File: src/rtl/pwm_cmd_pkg.sv
// Shared constants for the PWM command front-end: frame bytes, response codes,
// duty limits and the frame-parser state encoding.
package pwm_cmd_pkg;

  localparam logic [7:0] HDR      = 8'hA5;
  localparam logic [7:0] CSUM_KEY = 8'h5A;
  localparam logic [7:0] ACK      = 8'h06;
  localparam logic [7:0] NAK      = 8'h15;

  localparam int unsigned NUM_CH   = 4;
  localparam int unsigned DUTY_W   = 7;
  localparam logic [7:0]  DUTY_MAX = 8'd100;
  localparam logic [7:0]  CH_MAX   = 8'd3;

  typedef logic [DUTY_W-1:0] duty_t;

  localparam logic [1:0] ST_IDLE     = 2'd0;
  localparam logic [1:0] ST_GET_CH   = 2'd1;
  localparam logic [1:0] ST_GET_DUTY = 2'd2;
  localparam logic [1:0] ST_GET_CSUM = 2'd3;

  function automatic logic [7:0] frame_csum(input logic [7:0] ch, input logic [7:0] duty);
    return ch ^ duty ^ CSUM_KEY;
  endfunction

endpackage

File: src/rtl/cmd_timeout.sv
// Inter-byte gap counter: cleared by clr or while disabled, counts while enabled,
// and raises expire during the cycle the count reaches TIMEOUT_CYCLES.
module cmd_timeout #(
  parameter int unsigned TIMEOUT_CYCLES = 16000
) (
  input  logic clk,
  input  logic rst,
  input  logic clr,
  input  logic en,
  output logic expire
);

  localparam int unsigned   CNT_W    = $clog2(TIMEOUT_CYCLES + 1);
  localparam logic [CNT_W-1:0] CNT_MAX  = CNT_W'(TIMEOUT_CYCLES);
  localparam logic [CNT_W-1:0] CNT_LAST = CNT_W'(TIMEOUT_CYCLES - 1);

  logic [CNT_W-1:0] cnt_r;
  logic             expire_r;

  // gap counter; expire_r is asserted alongside cnt_r == CNT_MAX
  always_ff @(posedge clk) begin
    if (rst) begin
      cnt_r    <= '0;
      expire_r <= 1'b0;
    end else if (clr || !en) begin
      cnt_r    <= '0;
      expire_r <= 1'b0;
    end else begin
      if (cnt_r != CNT_MAX) begin
        cnt_r <= cnt_r + CNT_W'(1);
      end else begin
        cnt_r <= cnt_r;
      end
      expire_r <= (cnt_r == CNT_LAST);
    end
  end

  assign expire = expire_r;

endmodule

File: src/rtl/pwm_duty_cmd.sv
// UART command front-end: parses A5/ch/duty/csum frames into four duty registers
// for the PWM stage and returns a single-entry ACK/NAK response per frame.
module pwm_duty_cmd
  import pwm_cmd_pkg::*;
#(
  parameter int unsigned CLOCK_FREQ = 8_000_000,
  parameter int unsigned TIMEOUT_US = 2000
) (
  input  logic                     clk,
  input  logic                     rst,
  input  logic [7:0]               rx_data,
  input  logic                     rx_valid,
  output logic [7:0]               tx_data,
  output logic                     tx_valid,
  input  logic                     tx_ready,
  output logic [NUM_CH*DUTY_W-1:0] duty_flat,
  output logic                     update,
  output logic                     err_overrun
);

  localparam int unsigned TIMEOUT_CYCLES = CLOCK_FREQ / 1_000_000 * TIMEOUT_US;

  logic [1:0] state_r;
  logic [1:0] state_nxt_s;
  logic [7:0] ch_r;
  logic [7:0] duty_byte_r;
  duty_t      duty_r [NUM_CH];
  logic [7:0] tx_data_r;
  logic       tx_valid_r;
  logic       update_r;
  logic       err_overrun_r;
  logic       expire_s;
  logic       frame_done_s;
  logic       frame_good_s;
  logic [7:0] resp_s;

  cmd_timeout #(
    .TIMEOUT_CYCLES(TIMEOUT_CYCLES)
  ) u_timeout (
    .clk   (clk),
    .rst   (rst),
    .clr   (rx_valid),
    .en    (state_r != ST_IDLE),
    .expire(expire_s)
  );

  assign frame_done_s = rx_valid && (state_r == ST_GET_CSUM);
  assign frame_good_s = (ch_r <= CH_MAX) && (duty_byte_r <= DUTY_MAX) &&
                        (rx_data == frame_csum(ch_r, duty_byte_r));
  assign resp_s       = frame_good_s ? ACK : NAK;

  // next-state: a received byte always wins over a simultaneous timeout
  always_comb begin
    state_nxt_s = state_r;
    case (state_r)
      ST_IDLE: begin
        if (rx_valid && (rx_data == HDR)) begin
          state_nxt_s = ST_GET_CH;
        end else begin
          state_nxt_s = ST_IDLE;
        end
      end
      ST_GET_CH: begin
        if (rx_valid) begin
          state_nxt_s = ST_GET_DUTY;
        end else if (expire_s) begin
          state_nxt_s = ST_IDLE;
        end else begin
          state_nxt_s = ST_GET_CH;
        end
      end
      ST_GET_DUTY: begin
        if (rx_valid) begin
          state_nxt_s = ST_GET_CSUM;
        end else if (expire_s) begin
          state_nxt_s = ST_IDLE;
        end else begin
          state_nxt_s = ST_GET_DUTY;
        end
      end
      ST_GET_CSUM: begin
        if (rx_valid || expire_s) begin
          state_nxt_s = ST_IDLE;
        end else begin
          state_nxt_s = ST_GET_CSUM;
        end
      end
      default: state_nxt_s = ST_IDLE;
    endcase
  end

  // parser state and latched frame fields
  always_ff @(posedge clk) begin
    if (rst) begin
      state_r     <= ST_IDLE;
      ch_r        <= 8'h00;
      duty_byte_r <= 8'h00;
    end else begin
      state_r <= state_nxt_s;
      if (rx_valid && (state_r == ST_GET_CH)) begin
        ch_r <= rx_data;
      end
      if (rx_valid && (state_r == ST_GET_DUTY)) begin
        duty_byte_r <= rx_data;
      end
    end
  end

  // duty registers and the update strobe that accompanies every accepted write
  always_ff @(posedge clk) begin
    if (rst) begin
      duty_r[0] <= 7'd0;
      duty_r[1] <= 7'd25;
      duty_r[2] <= 7'd50;
      duty_r[3] <= 7'd75;
      update_r  <= 1'b0;
    end else begin
      if (frame_done_s && frame_good_s) begin
        duty_r[ch_r[1:0]] <= duty_byte_r[DUTY_W-1:0];
      end
      update_r <= frame_done_s && frame_good_s;
    end
  end

  // single-entry response holder; a new response while one is stuck is dropped
  always_ff @(posedge clk) begin
    if (rst) begin
      tx_valid_r    <= 1'b0;
      tx_data_r     <= 8'h00;
      err_overrun_r <= 1'b0;
    end else if (frame_done_s) begin
      if (tx_valid_r && !tx_ready) begin
        err_overrun_r <= 1'b1;
      end else begin
        tx_valid_r <= 1'b1;
        tx_data_r  <= resp_s;
      end
    end else if (tx_valid_r && tx_ready) begin
      tx_valid_r <= 1'b0;
    end
  end

  for (genvar g = 0; g < NUM_CH; g++) begin : g_flat
    assign duty_flat[g*DUTY_W +: DUTY_W] = duty_r[g];
  end

  assign tx_data     = tx_data_r;
  assign tx_valid    = tx_valid_r;
  assign update      = update_r;
  assign err_overrun = err_overrun_r;

endmodule
File: config.mk
export PLATFORM = sky130hd
export DESIGN_NAME = pwm_duty_cmd
export DESIGN_NICKNAME = d
export VERILOG_FILES = /design/src/rtl/pwm_cmd_pkg.sv /design/src/rtl/cmd_timeout.sv /design/src/rtl/pwm_duty_cmd.sv
export SDC_FILE = /design/constraint.sdc
export NUM_CORES = 1
export LEC_CHECK = 0
export ABC_AREA = 1
export CAP_MARGIN = 5
export CORE_ASPECT_RATIO = 0.7
export CORE_MARGIN = 5
export CORE_UTILIZATION = 56
export DETAILED_ROUTE_END_ITERATION = 8
export HOLD_SLACK_MARGIN = 0.12
export PLACE_DENSITY = 0.84
export SYNTH_ARGS = -nofsm -noshare
export SYNTH_HDL_FRONTEND = slang
export SYNTH_SLANG_ARGS = --single-unit
export TNS_END_PERCENT = 10
File: constraint.sdc
create_clock -name clk -period 4.6 [get_ports clk]
set_input_delay 0.92 -clock clk [delete_from_list [all_inputs] [get_ports clk]]
set_output_delay 0.92 -clock clk [all_outputs]
set_load 0.02 [all_outputs]
==> results of run 1 <==
[sequential cells by signal (all words and copies together) (netlist names)]
| register | count |
|---|---|
| u_timeout.expire | 1 |
| ch_r | 8 |
| err_overrun | 1 |
| state_r | 2 |
| duty_r | 28 |
| u_timeout.cnt_r | 14 |
| tx_data | 3 |
| duty_byte_r | 8 |
| update | 1 |
| tx_valid | 1 |
[cell usage after synthesis, drive strengths merged]
cell type,number
clkbuf,5
nor4b,1
nor4,4
conb,1
buf,6
o21a,1
nand2,65
nor2,47
nor3,7
or2,3
dfxtp,39
ha,2
inv,46
edfxtp,28
o211a,1
clkinv,1
xnor2,1
nand3b,1
nand4,7
nand3,24
a31oi,1
xor2,1
o21ai,30
a21oi,29
[worst min path at each step]
| stage | start | to | slack (ns) | cells after the start |
|---|---|---|---|---|
| after floorplan | u_timeout.cnt_r[11]$_SDFFE_PP0P_ | u_timeout.cnt_r[11]$_SDFFE_PP0P_ | 0.44 | 2 |
| after global placement | u_timeout.cnt_r[13]$_SDFFE_PP0P_ | u_timeout.cnt_r[13]$_SDFFE_PP0P_ | 0.45 | 2 |
| after detailed placement | u_timeout.cnt_r[11]$_SDFFE_PP0P_ | u_timeout.cnt_r[11]$_SDFFE_PP0P_ | 0.46 | 2 |
| after CTS | u_timeout.cnt_r[13]$_SDFFE_PP0P_ | u_timeout.cnt_r[13]$_SDFFE_PP0P_ | 0.47 | 2 |
| after global routing | u_timeout.cnt_r[13]$_SDFFE_PP0P_ | u_timeout.cnt_r[13]$_SDFFE_PP0P_ | 0.51 | 2 |
| final | u_timeout.cnt_r[13]$_SDFFE_PP0P_ | u_timeout.cnt_r[13]$_SDFFE_PP0P_ | 0.47 | 2 |
[metrics by stage]
| stage | cells | cell area (um^2) | utilization (%) |
|---|---|---|---|
| 5_1_grt | 480 | 3665 | 70.82 |
| 3_5_place_dp | 464 | 3471 | 67.07 |
| 2_1_floorplan | 354 | 2962 | - |
| 6_report | 480 | 3665 | 70.82 |
| 3_3_place_gp | 464 | 3471 | 67.07 |
| 4_1_cts | 480 | 3665 | 70.82 |
[area by class of cell]
cell class                 count  share of cell area (%)
multi-input combinational    229                   29.98
clock inverter                 6                   1.809
tap                           72                   2.458
clock buffer                  10                   3.482
sequential                    67                   44.25
timing repair buffer          49                   13.18
inverter                      47                   4.848
[layer usage]
layer | vias up | wire length, um
met5 | - | 0
met1 | 1132 | 3056
met2 | 114 | 2830
li1 | 1259 | -
met3 | 13 | 566
met4 | 0 | 99
[power groups by stage]
| stage | clock (W) | sequential (W) | combinational [W] |
|---|---|---|---|
| floorplan | 0 | 0.000645 | 0.0000235 |
| global placement | 0 | 0.000637 | 0.0000551 |
| detailed placement | 0 | 0.000638 | 0.0000562 |
| CTS | 0.000486 | 0.000624 | 0.0000563 |
| global route | 0.000513 | 0.000624 | 0.0000616 |
| finish | 0.000482 | 0.000624 | 0.0000566 |
[worst min-delay path: stages (launching register included)]
cell	delay, ns
dfxtp_1	0.32
nand2_1	0.06
a21oi_1	0.05
[cells by family after synthesis]
logic type	share of synthesized area, %
AND/OR/NAND/NOR	24.47
adder cells (fa/ha/maj)	0.8480
AO/OA/AOI/OAI	10.81
buffers and inverters	8.185
flip-flops	54.96
XOR/XNOR	0.5938
other	0.1271
[cell usage in the layout (no fill, tap or decap), types with 6 or more instances in the layout]
cell             netlist  layout
a21oi_1               29      29
clkbuf_8               0       9
clkdlybuf4s50_1        0      46
dfxtp_1               39      39
edfxtp_1              28      28
inv_1                 44      44
nand2_1               63      63
nand3_1               22      22
nor2_1                45      45
nor3_1                 6       6
o21ai_0               30      30
==> results.toml, run 1 <==
[timing]
timing.final.crit_share_pct = 60.47
finalMaxSlewViolations = 0
fin_skew_ns = 0.009859
setup_viol = 0
finalWorstSetupSlack_ns = 1.818
fin_hold_ws_ns = 0.4712
worstMarginPinSlew_ns = 0.8284
slew_headroom_pct = 44.57
rsz0062_at_grt = "no"
fin_tns_setup_ns = 0
fin_crit_ns = 2.782
timing.fmax_mhz = 359.5
hold_viol = 0

[cts]
hold_buffers = 0
post_cts_buffers = 0
cts_resized = 0
cts.htree.levels = 3
clk_pin_slew_ns = 0.08
cts_sinks = 67
cts_made_buffers = 9
cts_tree = "yes"
clockBufferDepth = 2
root_buffer = "clkbuf_8"
insertion_delay_ns = 0.35

[pwr]
power.density_nw_per_um2 = 317.3
power.share.sequential_pct = 53.7
switchingPower_w = 0.0002672
p_leak_nw = 1.365
ir_worst_vdd_mv = 0.2093
clkPwrFrac_pct = 41.5
pwr-share-comb_pct = 4.9
swShare_pct = 22.98
internal-power_w = 0.0008955
power.total_w = 0.001163

[logic_synthesis]
yosys-top-cells-area = "edfxtp_1 (28%), dfxtp_1 (26%), nand2_1 (8.0%)"
netlist_area_um2 = 2950
synth-seq-area-share_pct = 54.96
syn_area_per_cell_um2 = 8.405
ys.warnings.count = 0
ys_ff_latch = 67
synth_area_leader_cell = "edfxtp_1"
synthCells = 351
synth_top_area_share_pct = 28.50
ys_types = 31

[global_route]
use_met3_pct = 6.897
grt_max_degree = 26
grt.busiest_layer = "met2"
antenna_found_initial = 0
globalRouteMet2Util_pct = 30.89
grt_pass1_vias = 2360
grt_overflow = 0
grt_pass1_wl_um = 11150
grt_usage_pct = 20.29
met1_usage_pct = 27.20

[layout]
regArea_um2 = 1622
layout-drive-gt1-share_pct = 8.088
multi_input_area_um2 = 1099
nets = 417
fillerInstances = 419
area_delta_synth_final_pct = 24.22
n_antenna_cell = 0

[routing]
dr_total_vias = 2518
wl_per_cell_um = 13.65
dr.pass1.iters = 6
drcViolationCount = 0
via_per_inst = 5.246
routed_wirelength_um = 6553
first_iter_violations = 231
drtAntennaViolNets = 0

[worst_setup_path]
crit_path_start_kind = "input port"
crit_fanout = 7
cp_num_buf_inv = 2
regToRegSetupSlack_ns = 2.44
cp_top_family = "simple AND/OR/NAND/NOR gates"
worstSetupEndpoint = "duty_r[0][1]$_SDFFCE_PN0P_"
cp_slowest_cell = "clkdlybuf4s50_1"
cp_data_required_time_ns = 4.64
end_kind = "flip-flop"
r2r-start = "ch_r[0]$_SDFFE_PP0P_"
max_stage_delay_ns = 0.55
critPathKind = "input port to flip-flop"
r2r_cells = 10
crit_cells = 7
path_cells = "clkdlybuf4s50_1, nand2_1, nor2_1, inv_1, nor3_2, nand4_2, nand2_1"
crit_top_cell = "nand2_1"
crit_arrival_ns = 2.82
cp-startpoint = "rx_valid"
r2r-end = "duty_r[0][1]$_SDFFCE_PN0P_"

[place]
detailed_place_hpwl_um = 4839
port-buffer-count = 46
dp_slack_ns = 1.477
gp_congestion = 0.8482

[worst_hold_path]
hp-class = "flip-flop to flip-flop"

[die]
io_pins = 51
die_h_um = 70.73
rows = 22
die_w_um = 96.76
initial_core_util_pct = 57.01
design.core.area_um2 = 5175
die-area_um2 = 6843

[run_status]
status = "completed"

[run]
drv_cap = 0
(Power assumes the default switching activity.)
==> run 2, diff against run 1 <==
--- a/config.mk
+++ b/config.mk
@@ -9,10 +9,10 @@
 export CAP_MARGIN = 5
 export CORE_ASPECT_RATIO = 0.7
 export CORE_MARGIN = 5
-export CORE_UTILIZATION = 56
+export CORE_UTILIZATION = 52
 export DETAILED_ROUTE_END_ITERATION = 8
 export HOLD_SLACK_MARGIN = 0.12
-export PLACE_DENSITY = 0.84
+export PLACE_DENSITY = 0.79
 export SYNTH_ARGS = -nofsm -noshare
 export SYNTH_HDL_FRONTEND = slang
 export SYNTH_SLANG_ARGS = --single-unit
==> constraint.sdc (replaced) <==
create_clock -name clk -period 2.76 [get_ports clk]
set_input_delay 0.552 -clock clk [delete_from_list [all_inputs] [get_ports clk]]
set_output_delay 0.552 -clock clk [all_outputs]
set_load 0.02 [all_outputs]
==> results.toml, run 2 (same netlist as run 1, synthesis figures left out) <==
[run_status]
status = "completed"

[timing]
fin_skew_ns = 0.006173
finalMaxSlewViolations = 0
timing.fmax_mhz = 436.9
fin_crit_ns = 2.289
hold_viol = 0
rsz0062_at_grt = "no"
timing.final.crit_share_pct = 82.94
fin_tns_setup_ns = 0
setup_viol = 0

[die]
io_pins = 51
die-area_um2 = 7304
initial_core_util_pct = 52.58
die_w_um = 100.0
design.core.area_um2 = 5612
die_h_um = 73.02
rows = 23

[global_route]
grt_pass1_wl_um = 10780
grt_overflow = 0
antenna_found_initial = 0
grt_usage_pct = 18.92
grt_max_degree = 26
grt_pass1_vias = 2247

[worst_setup_path]
end_kind = "flip-flop"
crit_fanout = 9
r2r-start = "ch_r[0]$_SDFFE_PP0P_"
crit_arrival_ns = 2.31
r2r-end = "duty_r[2][5]$_SDFFCE_PN1P_"
cp_data_required_time_ns = 2.78
r2r_cells = 12
critPathKind = "input port to flip-flop"
regToRegSetupSlack_ns = 0.61
crit_path_start_kind = "input port"

[cts]
post_cts_buffers = 0
cts_sinks = 67
cts_resized = 0
cts_made_buffers = 9
insertion_delay_ns = 0.34
clk_pin_slew_ns = 0.08
clockBufferDepth = 2
hold_buffers = 0
cts_tree = "yes"
cts.htree.levels = 3
root_buffer = "clkbuf_8"

[run]
drv_cap = 0

[layout]
largest_registers = "duty_r: 28 flops, u_timeout.cnt_r: 14 flops"
layout-drive-gt1-share_pct = 9.223
largest_register_ffs = 28
final_common_cell = "nand2_1"
regMostFlops = "duty_r"
area_delta_synth_final_pct = 26.34
finalInstanceArea_um2 = 3727
n_antenna_cell = 0
final_cell_mix = "nand2_1 (63), clkdlybuf4s50_1 (46), nor2_1 (45)"
nets = 421
fillerInstances = 453

[routing]
drtAntennaViolNets = 0
dr_total_vias = 2455
first_iter_violations = 233
via_per_inst = 5.041
dr.pass1.iters = 4
routed_wirelength_um = 6321
drcViolationCount = 0
wl_per_cell_um = 12.98

[place]
place_area_um2 = 3505
detailed_place_hpwl_um = 4687
port-buffer-count = 46
gp_congestion = 0.8746

[worst_hold_path]
hp-class = "flip-flop to flip-flop"
hold-path-endpoint = "u_timeout.cnt_r[13]$_SDFFE_PP0P_"
whs_path_depth = 2
hold_start = "u_timeout.cnt_r[13]$_SDFFE_PP0P_"

[pwr]
power.density_nw_per_um2 = 547.5
p_leak_nw = 1.406
ir_worst_vdd_mv = 0.3709
run 2: worst max-delay path by stage:
stage	startpoint	to	slack, ns	cells after the start
final	rx_data[2]	duty_r[2][5]$_SDFFCE_PN1P_	0.47	13
after global routing	rx_data[2]	duty_r[2][5]$_SDFFCE_PN1P_	0.24	13
after CTS	rx_data[2]	duty_r[2][0]$_SDFFCE_PN0P_	0.51	13
after detailed placement	rx_data[2]	duty_r[2][0]$_SDFFCE_PN0P_	0.14	13
after global placement	rx_data[6]	duty_r[1][5]$_SDFFCE_PN0P_	0.20	9
after floorplan	rx_data[2]	duty_r[0][0]$_SDFFCE_PN0P_	0.81	9
run 2: per-stage QoR:
step                setup slack, ns  hold WS [ns]  utilization [%]  power [W]  std cells
floorplan                    0.8140        0.4391                -   0.001114        354
global placement             0.2022        0.4507            62.45   0.001155        471
detailed placement           0.1403        0.4635            62.45   0.001157        471
CTS                          0.5061        0.4784            66.42   0.002054        487
global route                 0.2386        0.4941            66.42   0.002108        487
finish                       0.4709        0.4721            66.42   0.002041        487
run 2: critical path, stage by stage:
cell and delay (ns):
clkdlybuf4s50_1 0.47, inv_1 0.08, nand2_1 0.08, nand2_1 0.05, nand2_1 0.05, nand2_1 0.06, nor2_1 0.12, nand3_2 0.12
nor2_2 0.11, nand3_2 0.14, clkinv_2 0.16, nand2_4 0.08, nand2_1 0.24
run 2: power by group:
group / internal [W] / total (W) / switching (W) / leakage (nW)
sequential: 0.00104 / 0.00104 / 0.00000296 / 0.567
clock: 0.000516 / 0.000906 / 0.000390 / 0.111
combinational: 0.0000387 / 0.0000946 / 0.0000559 / 0.728
run 2: final cells by class:
class	count	area (um^2)	share of cell area, %
clock buffer	9	123.9	3.323
clock inverter	7	98.84	2.652
inverter	47	177.7	4.767
multi-input combinational	229	1099	29.47
sequential	67	1622	43.50
tap	75	93.84	2.518
timing repair buffer	53	513.0	13.76
run 2: metal layers:
layer  vias to the layer above  global-route usage [%]  part of all wire [%]
met5                         -                       0                     0
met4                         0                   6.278                   1.7
met3                        10                   5.922                   8.7
met2                        81                   27.79                    43
met1                      1100                   26.65                    46
li1                       1264                       -                     -
==> run 3, diff against run 2 <==
==> constraint.sdc (replaced) <==
create_clock -name clk -period 2.4 [get_ports clk]
set_input_delay 0.48 -clock clk [delete_from_list [all_inputs] [get_ports clk]]
set_output_delay 0.48 -clock clk [all_outputs]
set_load 0.02 [all_outputs]
==> results.toml, run 3 (same netlist as run 1, synthesis figures left out) <==
[die]
io_pins = 51
die-area_um2 = 7304
die_w_um = 100.0
initial_core_util_pct = 52.58
die_h_um = 73.02
design.core.area_um2 = 5612
rows = 23

[worst_hold_path]
whs_path_depth = 2
hp-class = "flip-flop to flip-flop"

[layout]
final_common_cell = "nand2_1"
area_delta_synth_final_pct = 30.92
regMostFlops = "duty_r"
n_antenna_cell = 0
nets = 439
final_cell_mix = "nand2_1 (63), clkdlybuf4s50_1 (46), nor2_1 (45)"
fillerInstances = 445
largest_registers = "duty_r: 28 flops, u_timeout.cnt_r: 14 flops"
layout-drive-gt1-share_pct = 13.02
largest_register_ffs = 28
finalInstanceArea_um2 = 3862
fin_cells = 505

[pwr]
power.density_nw_per_um2 = 611.2
ir_worst_vdd_mv = 0.5026
power.total_w = 0.002361
p_leak_nw = 1.491

[worst_setup_path]
crit_fanout = 7
crit_top_cell = "nand2_1"
cp_slowest_cell = "clkdlybuf4s50_1"
end_kind = "flip-flop"
crit_cells = 10
r2r_cells = 11
crit_arrival_ns = 2.14
max_stage_delay_ns = 0.53
cp_data_required_time_ns = 2.43
critPathKind = "input port to flip-flop"
path_cells = "clkdlybuf4s50_1, inv_1, nand3_1, nand2_1, nor2_2, nand3_2, nor3_2, buf_4, nand4_2, nand2_1"
cp_num_buf_inv = 3
crit_path_start_kind = "input port"
cp_top_family = "simple AND/OR/NAND/NOR gates"

[routing]
via_per_inst = 5.057
wl_per_cell_um = 13.18
first_iter_violations = 204
routed_wirelength_um = 6656
drcViolationCount = 0
drtAntennaViolNets = 0
dr.pass1.iters = 5
dr_total_vias = 2554

[run_status]
status = "completed"

[cts]
cts_sinks = 67
hold_buffers = 0
root_buffer = "clkbuf_8"
cts_resized = 0
insertion_delay_ns = 0.35
cts_made_buffers = 9
cts_tree = "yes"
clockBufferDepth = 2
cts.htree.levels = 3
clk_pin_slew_ns = 0.07
post_cts_buffers = 0

[run]
drv_cap = 0

[timing]
setup_viol = 0
fin_skew_ns = 0.006380
finalMaxSlewViolations = 0
timing.final.crit_share_pct = 87.97
finalWorstSetupSlack_ns = 0.2886
fin_crit_ns = 2.111
timing.fmax_mhz = 473.6
rsz0062_at_grt = "no"
fin_hold_ws_ns = 0.4702
hold_viol = 0

[place]
gp_congestion = 0.8290
dp_slack_ns = -0.04592
port-buffer-count = 46
detailed_place_hpwl_um = 4909
place_area_um2 = 3640
numPlacedInstances = 489

[global_route]
grt_max_degree = 17
grt_usage_pct = 19.23
antenna_found_initial = 0
grt_pass1_wl_um = 10910
grt_overflow = 0
grt_pass1_vias = 2371
==> run 3: path summary, 6_finish.rpt <==
kind                                                        from                               end  slack [ns]
worst max-delay path                                  rx_data[3]        duty_r[1][6]$_SDFFCE_PN0P_        0.29
worst min-delay path            u_timeout.cnt_r[13]$_SDFFE_PP0P_  u_timeout.cnt_r[13]$_SDFFE_PP0P_        0.47
worst max register to register              ch_r[0]$_SDFFE_PP0P_        duty_r[1][6]$_SDFFCE_PN0P_        0.34
worst min register to register  u_timeout.cnt_r[13]$_SDFFE_PP0P_  u_timeout.cnt_r[13]$_SDFFE_PP0P_        0.47
==> run 3: layout make-up <==
class | instances | area [um^2] | area share (%)
clock buffers | 9 | 123.9 | 3.207
clock inverters | 7 | 98.84 | 2.559
inverters | 47 | 177.7 | 4.600
multi-input cells | 229 | 1099 | 28.44
flip-flops and latches | 67 | 1622 | 41.98
well taps | 75 | 93.84 | 2.430
repair buffers | 71 | 648.1 | 16.78
==> run 3: where the power goes <==
group	switching, W	internal, W	leakage (nW)	total [W]
logic	0.0000680	0.0000580	0.814	0.000126
registers	0.00000317	0.00119	0.567	0.00120
clock network	0.000448	0.000591	0.110	0.00104
==> run 3: stage by stage <==
step / TNS, ns / utilization, %
floorplan: 0 / -
global placement: 0 / 64.86
detailed placement: -1.087 / 64.86
CTS: 0 / 68.83
global route: 0 / 68.83
finish: 0 / 68.83
==> run 3: metal layers <==
metal  vias up  wire length, um  track usage (%)
met1      1148             3228            25.96
met3        15              471            6.399
met4         0               87            7.623
met2        88             2869            28.75
met5         -                0                0
li1       1303                -                -
==> run 3: tightest hold or removal path, stage by stage, from the launching register on <==
cell	delay (ns)
dfxtp_1	0.31
nand2_1	0.06
a21oi_1	0.05
